<file path="config.mk">
export PLATFORM = sky130hd
export DESIGN_NAME = fp_alu_serial_seq
export DESIGN_NICKNAME = d
export VERILOG_FILES = /design/src/rtl/fp_alu_serial_seq_pkg.sv /design/src/rtl/fp_byte_shreg.sv /design/src/rtl/fp_alu_serial_seq.sv
export SDC_FILE = /design/constraint.sdc
export NUM_CORES = 1
export LEC_CHECK = 0
export BUFFER_PORTS_ARGS = -buffer_cell sky130_fd_sc_hd__buf_2
export CAP_MARGIN = 0
export CORE_ASPECT_RATIO = 0.9
export CORE_MARGIN = 2
export CORE_UTILIZATION = 45
export CTS_CLUSTER_DIAMETER = 50
export DETAILED_ROUTE_END_ITERATION = 7
export GPL_TIMING_DRIVEN = 0
export PLACE_DENSITY = 0.73
export RECOVER_POWER = 50
export SETUP_SLACK_MARGIN = 0.5
export SLEW_MARGIN = 15
export SYNTH_ARGS = -nofsm -noshare
export SYNTH_HDL_FRONTEND = slang
export SYNTH_SLANG_ARGS = --single-unit
</file>
<file path="constraint.sdc">
create_clock -name clk -period 1.4 [get_ports clk]
set_input_delay 0.28 -clock clk [delete_from_list [all_inputs] [get_ports clk]]
set_output_delay 0.28 -clock clk [all_outputs]
set_load 0.01 [all_outputs]
</file>
<file path="src/rtl/fp_alu_serial_seq_pkg.sv">
// fp_alu_pkg: states, flag indices and opcodes shared by the serial FP sequencer
package fp_alu_pkg;
  typedef enum logic [3:0] {
    S_IDLE   = 4'h0,
    S_LOAD_A = 4'h1,
    S_LOAD_B = 4'h2,
    S_EXEC   = 4'h3,
    S_SEND   = 4'h4,
    S_DONE   = 4'h5
  } state_t;
  localparam int FLAG_NX = 0;
  localparam int FLAG_UF = 1;
  localparam int FLAG_OF = 2;
  localparam int FLAG_DZ = 3;
  localparam int FLAG_NV = 4;
  localparam int FLAG_TO = 5;
  localparam logic [2:0] OP_ADD = 3'd0;
  localparam logic [2:0] OP_SUB = 3'd1;
  localparam logic [2:0] OP_MUL = 3'd2;
  localparam logic [2:0] OP_DIV = 3'd3;
  localparam logic [2:0] OP_CMP = 3'd4;
  localparam logic [2:0] OP_NEG = 3'd7;
  localparam logic [7:0] UNARY_MASK_DEF = 8'b1000_0000;
endpackage

</file>
<file path="src/rtl/fp_byte_shreg.sv">
// fp_byte_shreg: MSB-first byte shift register with parallel load and a wrapping byte counter
module fp_byte_shreg #(
  parameter int WIDTH = 32
) (
  input  logic             clk,
  input  logic             rst_n,
  input  logic             clr_i,
  input  logic             shift_i,
  input  logic             load_i,
  input  logic [7:0]       byte_i,
  input  logic [WIDTH-1:0] load_val_i,
  output logic [WIDTH-1:0] data_o,
  output logic             last_o
);
  localparam int NBYTES = WIDTH / 8;
  localparam int CW = $clog2(NBYTES);
  logic [WIDTH-1:0] data_q, data_d;
  logic [CW-1:0] cnt_q, cnt_d;
  assign last_o = cnt_q == CW'(NBYTES - 1);
  assign data_o = data_q;
  always_comb begin
    data_d = load_i ? load_val_i : shift_i ? {data_q[WIDTH-9:0], byte_i} : data_q;
    cnt_d = (clr_i || load_i || (shift_i && last_o)) ? '0 : shift_i ? cnt_q + 1'b1 : cnt_q;
  end
  always_ff @(posedge clk or negedge rst_n) begin
    if (!rst_n) begin
      data_q <= '0;
      cnt_q <= '0;
    end else begin
      data_q <= data_d;
      cnt_q <= cnt_d;
    end
  end
endmodule

</file>
<file path="src/rtl/fp_alu_serial_seq.sv">
// fp_alu_serial_seq: byte-serial operand collector, core req/ack handshake with timeout,
// and back-pressured byte-serial result streamer
module fp_alu_serial_seq
  import fp_alu_pkg::*;
#(
  parameter int                    WIDTH      = 32,
  parameter int                    OP_W       = 3,
  parameter logic [(2**OP_W)-1:0]  UNARY_MASK = UNARY_MASK_DEF,
  parameter int                    TIMEOUT    = 255
) (
  input  logic             clk,
  input  logic             rst_n,
  input  logic [7:0]       in_byte,
  input  logic             in_valid,
  input  logic             start,
  input  logic [OP_W-1:0]  opcode,
  input  logic             abort,
  output logic [7:0]       out_byte,
  output logic             out_valid,
  input  logic             out_ready,
  output logic             done,
  output logic             busy,
  output logic [3:0]       state_out,
  output logic [5:0]       flags_out,
  output logic [WIDTH-1:0] core_a,
  output logic [WIDTH-1:0] core_b,
  output logic [OP_W-1:0]  core_op,
  output logic             core_req,
  input  logic             core_ack,
  input  logic [WIDTH-1:0] core_result,
  input  logic [4:0]       core_flags
);
  localparam int TW = TIMEOUT > 0 ? $clog2(TIMEOUT + 1) : 1;
  state_t state_q, state_d;
  logic [OP_W-1:0] op_q;
  logic [5:0] flags_q, flags_d;
  logic [TW-1:0] to_q, to_d;
  logic [WIDTH-1:0] res;
  logic kill, go, tmo, a_shift, b_shift, r_shift, r_load, a_last, b_last, r_last;
  // abort outranks every other event, so it masks all register updates below
  assign kill = abort && state_q != S_IDLE;
  assign go = state_q == S_IDLE && start;
  assign tmo = TIMEOUT != 0 && to_q == TW'(TIMEOUT - 1) && !core_ack;
  assign a_shift = state_q == S_LOAD_A && in_valid && !kill;
  assign b_shift = state_q == S_LOAD_B && in_valid && !kill;
  assign r_load = state_q == S_EXEC && (core_ack || tmo) && !kill;
  assign r_shift = state_q == S_SEND && out_ready && !kill;
  always_comb begin
    state_d = state_q;
    case (state_q)
      S_IDLE:   state_d = start ? S_LOAD_A : S_IDLE;
      S_LOAD_A: if (a_shift && a_last) state_d = UNARY_MASK[op_q] ? S_EXEC : S_LOAD_B;
      S_LOAD_B: if (b_shift && b_last) state_d = S_EXEC;
      S_EXEC:   if (r_load) state_d = S_SEND;
      S_SEND:   if (r_shift && r_last) state_d = S_DONE;
      S_DONE:   state_d = S_IDLE;
      default:  state_d = S_IDLE;
    endcase
    if (kill) state_d = S_IDLE;
    flags_d = (go || kill) ? '0 : r_load ? (core_ack ? {1'b0, core_flags} : 6'b100000) : flags_q;
    to_d = (state_q == S_EXEC && !core_ack) ? to_q + 1'b1 : '0;
  end
  always_ff @(posedge clk or negedge rst_n) begin
    if (!rst_n) begin
      state_q <= S_IDLE;
      op_q <= '0;
      flags_q <= '0;
      to_q <= '0;
    end else begin
      state_q <= state_d;
      op_q <= go ? opcode : op_q;
      flags_q <= flags_d;
      to_q <= to_d;
    end
  end
  fp_byte_shreg #(.WIDTH(WIDTH)) u_a (
    .clk(clk), .rst_n(rst_n), .clr_i(go), .shift_i(a_shift), .load_i(1'b0),
    .byte_i(in_byte), .load_val_i('0), .data_o(core_a), .last_o(a_last)
  );
  fp_byte_shreg #(.WIDTH(WIDTH)) u_b (
    .clk(clk), .rst_n(rst_n), .clr_i(go), .shift_i(b_shift), .load_i(1'b0),
    .byte_i(in_byte), .load_val_i('0), .data_o(core_b), .last_o(b_last)
  );
  fp_byte_shreg #(.WIDTH(WIDTH)) u_r (
    .clk(clk), .rst_n(rst_n), .clr_i(1'b0), .shift_i(r_shift), .load_i(r_load),
    .byte_i(8'h00), .load_val_i(core_ack ? core_result : '0), .data_o(res), .last_o(r_last)
  );
  assign out_byte = res[WIDTH-1:WIDTH-8];
  assign out_valid = state_q == S_SEND;
  assign done = state_q == S_DONE;
  assign busy = state_q != S_IDLE;
  assign state_out = state_q;
  assign flags_out = flags_q;
  assign core_op = op_q;
  assign core_req = state_q == S_EXEC;
endmodule

</file>
Word level (Yosys, flattened, before mapping)

Memories as Yosys holds them, arrays and structs flattened.
Index checks and enable logic that the tools add are counted.

Reduce and logical (&&, ||, !) cells: 30
Equal/unequal tests: 13
Order comparisons: 1
Mux-type cells: 22
Add/subtract/negate cells: 4

Operators by type and width:

| operator            | count |
|---|---|
| $mux 32             | 3 |
| $mux 4              | 5 |
| $pmux 4 s5          | 1 |
| $mux 6              | 3 |
| $logic_and 1x1->1   | 15 |
| $mux 2              | 6 |
| $reduce_bool 2->1   | 5 |
| $add 8x1->8 const B | 1 |
| $eq 4x2->1 const B  | 2 |
| $eq 4x3->1 const B  | 2 |
| $eq 8x8->1 const B  | 1 |
| $mux 8              | 1 |
| $add 2x1->2 const B | 3 |
| $eq 2x2->1 const B  | 3 |
| $ne 3x1->1 const B  | 2 |
| $ne 3x2->1 const B  | 2 |
| $logic_or 1x1->1    | 5 |
| $eq 4x1->1 const B  | 1 |
| $logic_not 4->1     | 1 |
| $lt 3x4->1 const B  | 1 |
| $reduce_and 4->1    | 1 |
| $reduce_bool 4->1   | 1 |
| $mux 1              | 3 |
| $logic_not 1->1     | 2 |

Memories: 1
Bits in read-only memories: 8
Bits in registers: 123
Logic and storage cells: 81

Memories:

| name             | depth | bits a word | rd ports | clocked after memory_dff | wr ports | RTL line                | text |
|---|---|---|---|---|---|---|---|
| (name not given) | 8     | 1           | 1        | 0                        | 0        | fp_alu_serial_seq.sv:52 | `S_LOAD_A: if (a_shift && a_last) state_d = UNARY_MASK[op_q] ? S_EXEC : S_LOAD_B;` |

Logic depth before layout (Yosys ltp)

Word-level depth: 8
Mapped depth: 8

Hierarchy

Synthesis repeated with hierarchy kept, for this count alone.

Cells, all modules: 579
Area, all modules: 6004.5 µm²

By module, submodules not included:

| module            | seq. area each (µm²) | cells each | times used | area each (µm²) |
|---|---|---|---|---|
| fp_byte_shreg     | 850.8                | 148        | 3          | 1575.3 |
| fp_alu_serial_seq | 500.5                | 135        | 1          | 1278.7 |

Worst setup path after synthesis

Ideal clock, no wire load.

Kind: register to register
Start point: register state_q[2] (netlist: state_out[2])
End point: register u_r.data_q[0] (netlist: u_r.data_o[0])
Cell stages (with the launch flop): 8
Setup slack: -0.210 ns
Path buffers: 2
Arrival time: 1.489 ns
Period minus slack after synthesis: 1.610 ns
Cells stage by stage: dfrtp_1 -> and2b_1 -> and2_1 -> nand2_2 -> buf_6 -> and2_4 -> buf_6 -> a22o_1

Word-level cells in the longest chain between the ends: 5

RTL lines:

| item                                                | RTL line                                         | text |
|---|---|---|
| start: declaration                                  | fp_alu_serial_seq.sv:34                          | `state_t state_q, state_d;` |
| start signal: assignment                            | fp_alu_serial_seq.sv:70                          | `state_q <= state_d;` |
| $reduce_bool 4->1                                   | fp_alu_serial_seq.sv:41                          | `assign kill = abort && state_q != S_IDLE;` |
| $logic_and 1x1->1                                   | fp_alu_serial_seq.sv:41                          |  |
| $logic_not 1->1                                     | fp_alu_serial_seq.sv:46, fp_alu_serial_seq.sv:47 |  |
| $logic_and 1x1->1, on equally long branches         | fp_alu_serial_seq.sv:46, fp_alu_serial_seq.sv:47 |  |
| $mux 32 / $reduce_bool 2->1 (equally long branches) | --                                               |  |
| end signal: assignment                              | fp_byte_shreg.sv:30                              | `data_q <= data_d;` |
| end: declaration                                    | fp_byte_shreg.sv:17                              | `logic [WIDTH-1:0] data_q, data_d;` |

Several ways; a longest one is shown, not always the timed one.
A chain may end at the register's enable or synchronous reset.

Worst setup path after layout

Start point: register state_q[2] (netlist: state_out[2])
End point: register u_r.data_q[29] (netlist: u_r.data_o[29])

Same word-level chain as after synthesis.

==> results.yml <==
place:
  port_buffers: 142
  dp.cells: 691
  routabilityCongestion: 0.847
  dpl.hpwl_um: 8430
critical_path:
  crit_path_start_kind: "flop"
  path_delay_family: "simple AND/OR/NAND/NOR gates"
  reg2reg_slack_ns: -0.30
  cp_slowest_cell: "dfrtp_2"
  worstPathRequired_ns: 1.71
  end_kind: "flop"
  path_class: "flop to flop"
  cp_max_fo: 8
  slowest_delay_ns: 0.45
  crit_arrival_ns: 2.01
  crit_buf_inv: 2
  ff2ff_path_depth: 7
  crit_cells: 7
  path_cells: "and2b_4, and2_4, nand2_4, buf_6, nand2_4, buf_6, a2bb2oi_1"
die:
  num_rows: 36
  die-area_mm2: 0.0122
  dieHeight_um: 105
  die_x_um: 116
  initial_core_util_pct: 46.6
  io_pins: 144
  coreArea_mm2: 0.0109
sta:
  finalMaxSlewViolations: 0
  setup_ws_ns: -0.300
  rsz0062_at_grt: "true"
  relSlewSlack_pct: 19.8
  post-route-period-util_pct: 121
  worst_pin_slew_ns: 1.20
  report.final.setup_viol: 124
  max_freq_mhz: 588
  fin_crit_ns: 1.70
  hold_violations: 0
  finClkSkew_ns: 0.00635
global_routing:
  overflow: 0
  grt_max_degree: 77
  first_global_vias: 4447
  grt_antenna_before_repair: 0
  grtUsageTotal_pct: 25.0
  grt_first_pass_wirelength_um: 22900
layout:
  diodes: 0
  nNetsFinal: 740
  multi_input_area_mm2: 0.00208
  fill_cells: 688
  drive_above_1_share_pct: 63.3
  finalNonFillerCells: 845
  synthToLayoutAreaGrowth_pct: 64.2
  seq_area_mm2: 0.00306
run_status:
  status: "finished with violations"
  violations: "negative setup slack"
yosys:
  syn_inst: 396
  syn-num-nets: 456
  synth.avg_cell_area_um2: 12.9
  synth.distinct_cells: 37
  ys_warn_count: 0
  syn-cell-area_mm2: 0.00510
  synth_seq_area_share_pct: 59.9
  ys_ff_latch: 122
route:
  first_iter_violations: 249
  ant_nets: 0
  drc_errors: 0
  vias: 4351
  wl_per_cell_um: 18.2
  totalWireLength_um: 15400
  viasPerCell: 5.15
  drt_first_pass_iters: 5
cts:
  clockBufferDepth: 2
  clkLatencyLatePin_ns: 0.42
  clk_pin_slew_ns: 0.06
  clockRootBuffer: "clkbuf_16"
  clock_sinks: 122
  cts_tree: "yes"
  cts_buffers: 17
  htree_levels: 4
power:
  total_power_mw: 17.1
  ir_worst_vdd_mv: 1.37
  p_per_area_mw_per_mm2: 2040
  power_leakage_nw: 4.26
min_path:
  min_path_type: "input pin to flop"
  holdPathStages: 2
flow_run:
  drv_cap: 0
## flip-flops by register name, summed over array words and instances (netlist names)
name,cells
core_op,3
flags_out,6
state_out,3
to_q,8
u_a.cnt_q,2
u_a.data_o,32
u_b.cnt_q,2
u_b.data_o,32
u_r.cnt_q,2
u_r.data_o,32
## repair_timing
action	4_1_cts	5_1_grt
resized for setup	108	65
cloned	9	0
endpoints found under the setup margin	210	210
pin swaps	8	10
setup buffers	77	36
hold endpoints to repair	46	46
## cells by family (layout without fill, tap and decap cells)
logic type,Yosys count,after routing,share of synthesized area (%)
AND/OR/NAND/NOR,82,82,7.97
other,1,1,0.0735
XOR/XNOR,6,6,1.03
buffers and inverters,33,330,4.00
AO/OA/AOI/OAI,79,79,10.8
flip-flops,122,122,59.9
adder cells (fa/ha/maj),5,5,1.23
multiplexers,68,68,15.0
## synth_stat cells, drive strengths merged
cell type | n | area [µm²]
a31oi | 3 | 18.8
nand2 | 32 | 130
nand4 | 1 | 6.26
nor2b | 3 | 21.3
nand3 | 7 | 45.0
a22o | 13 | 114
a41o | 1 | 11.3
xnor2 | 1 | 8.76
o311a | 1 | 10.0
nor3b | 3 | 22.5
a21oi | 9 | 45.0
ha | 5 | 62.6
nand2b | 1 | 6.26
a2bb2oi | 24 | 210
nor3 | 6 | 30.0
mux2 | 68 | 766
xor2 | 5 | 43.8
and4 | 1 | 8.76
conb | 1 | 3.75
nor2 | 17 | 63.8
a22oi | 1 | 7.51
inv | 3 | 11.3
clkbuf | 5 | 20.0
dfrtp | 122 | 3050
and3 | 5 | 31.3
and2b | 1 | 7.51
buf | 25 | 173
o21ai | 27 | 135
and2 | 5 | 33.8
## layout make-up
class / instances / area share, %
Buffer: 30 / 4.12
Timing Repair Buffer: 265 / 25.2
Clock inverter: 8 / 1.11
Tap cell: 152 / 2.27
Multi-Input combinational cell: 241 / 24.9
Sequential cell: 122 / 36.5
Clock buffer: 24 / 5.75
Inverter: 3 / 0.134
## through the flow
step / setup WS [ns] / hold WS (ns) / setup TNS, ns / util, % / cell area, µm²
CTS: -0.275 / -0.203 / -22.20 / 71.8 / 7860
global route: -0.345 / 0.0806 / -31.15 / 76.5 / 8380
global placement: -1.64 / 0.478 / -203.48 / 55.1 / 6030
floorplan: -0.151 / -0.0156 / -8.88 / - / 5130
finish: -0.300 / 0.0934 / -24.20 / 76.5 / 8380
detailed placement: -0.415 / 0.240 / -32.54 / 55.4 / 6070
## worst register-to-register path: cells and delay by family (launching register included)
kind | cells | cell delay, ns
simple gates | 4 | 0.66
compound gates | 1 | 0.22
flops | 1 | 0.45
buf+inv | 2 | 0.28
## where the power goes
part	switching [mW]	internal, mW	leakage (nW)	total [mW]
combinational	2.62	4.24	2.40	6.86
clock	1.54	2.74	0.284	4.28
sequential	1.03	4.92	1.57	5.95
## final timing paths
path,from,to
max,state_out[2]$_DFFE_PN0P_,u_r.data_o[29]$_DFFE_PN0P_
min,core_result[4],u_r.data_o[4]$_DFFE_PN0P_
max reg2reg,state_out[2]$_DFFE_PN0P_,u_r.data_o[29]$_DFFE_PN0P_
min reg2reg,u_a.data_o[31]$_DFFE_PN0P_,u_a.data_o[31]$_DFFE_PN0P_
max in group asynchronous,rst_n,u_b.data_o[1]$_DFFE_PN0P_
min in group asynchronous,rst_n,state_out[1]$_DFFE_PN0P_
## placed cells by master (no fill, tap or decap), types with 4 or more instances in the layout
cell type and n:
clkbuf_8 4, clkbuf_1 5, dfrtp_2 4, nor2_1 8, clkbuf_16 17, buf_12 5, buf_8 12, a21oi_1 4
nand3_1 4, nor2_2 6, buf_16 6, buf_2 110, a2bb2oi_1 23, a21oi_2 5, mux2_4 6, buf_6 66
o21ai_0 20, o21ai_1 6, buf_4 91, and3_1 4, nand2_1 29, mux2_2 62, clkinv_2 5, a22o_1 13
dfrtp_1 118, xor2_1 5
## per-layer routing
metal	up-vias	track usage [%]	share of wire (%)
met5	-	0	0
met4	0	10.2	1.9
met3	25	8.47	6.5
met2	150	41.1	51
met1	2184	30.1	41
li1	1992	-	-
Note: power is estimated with default switching activity, not from simulation.
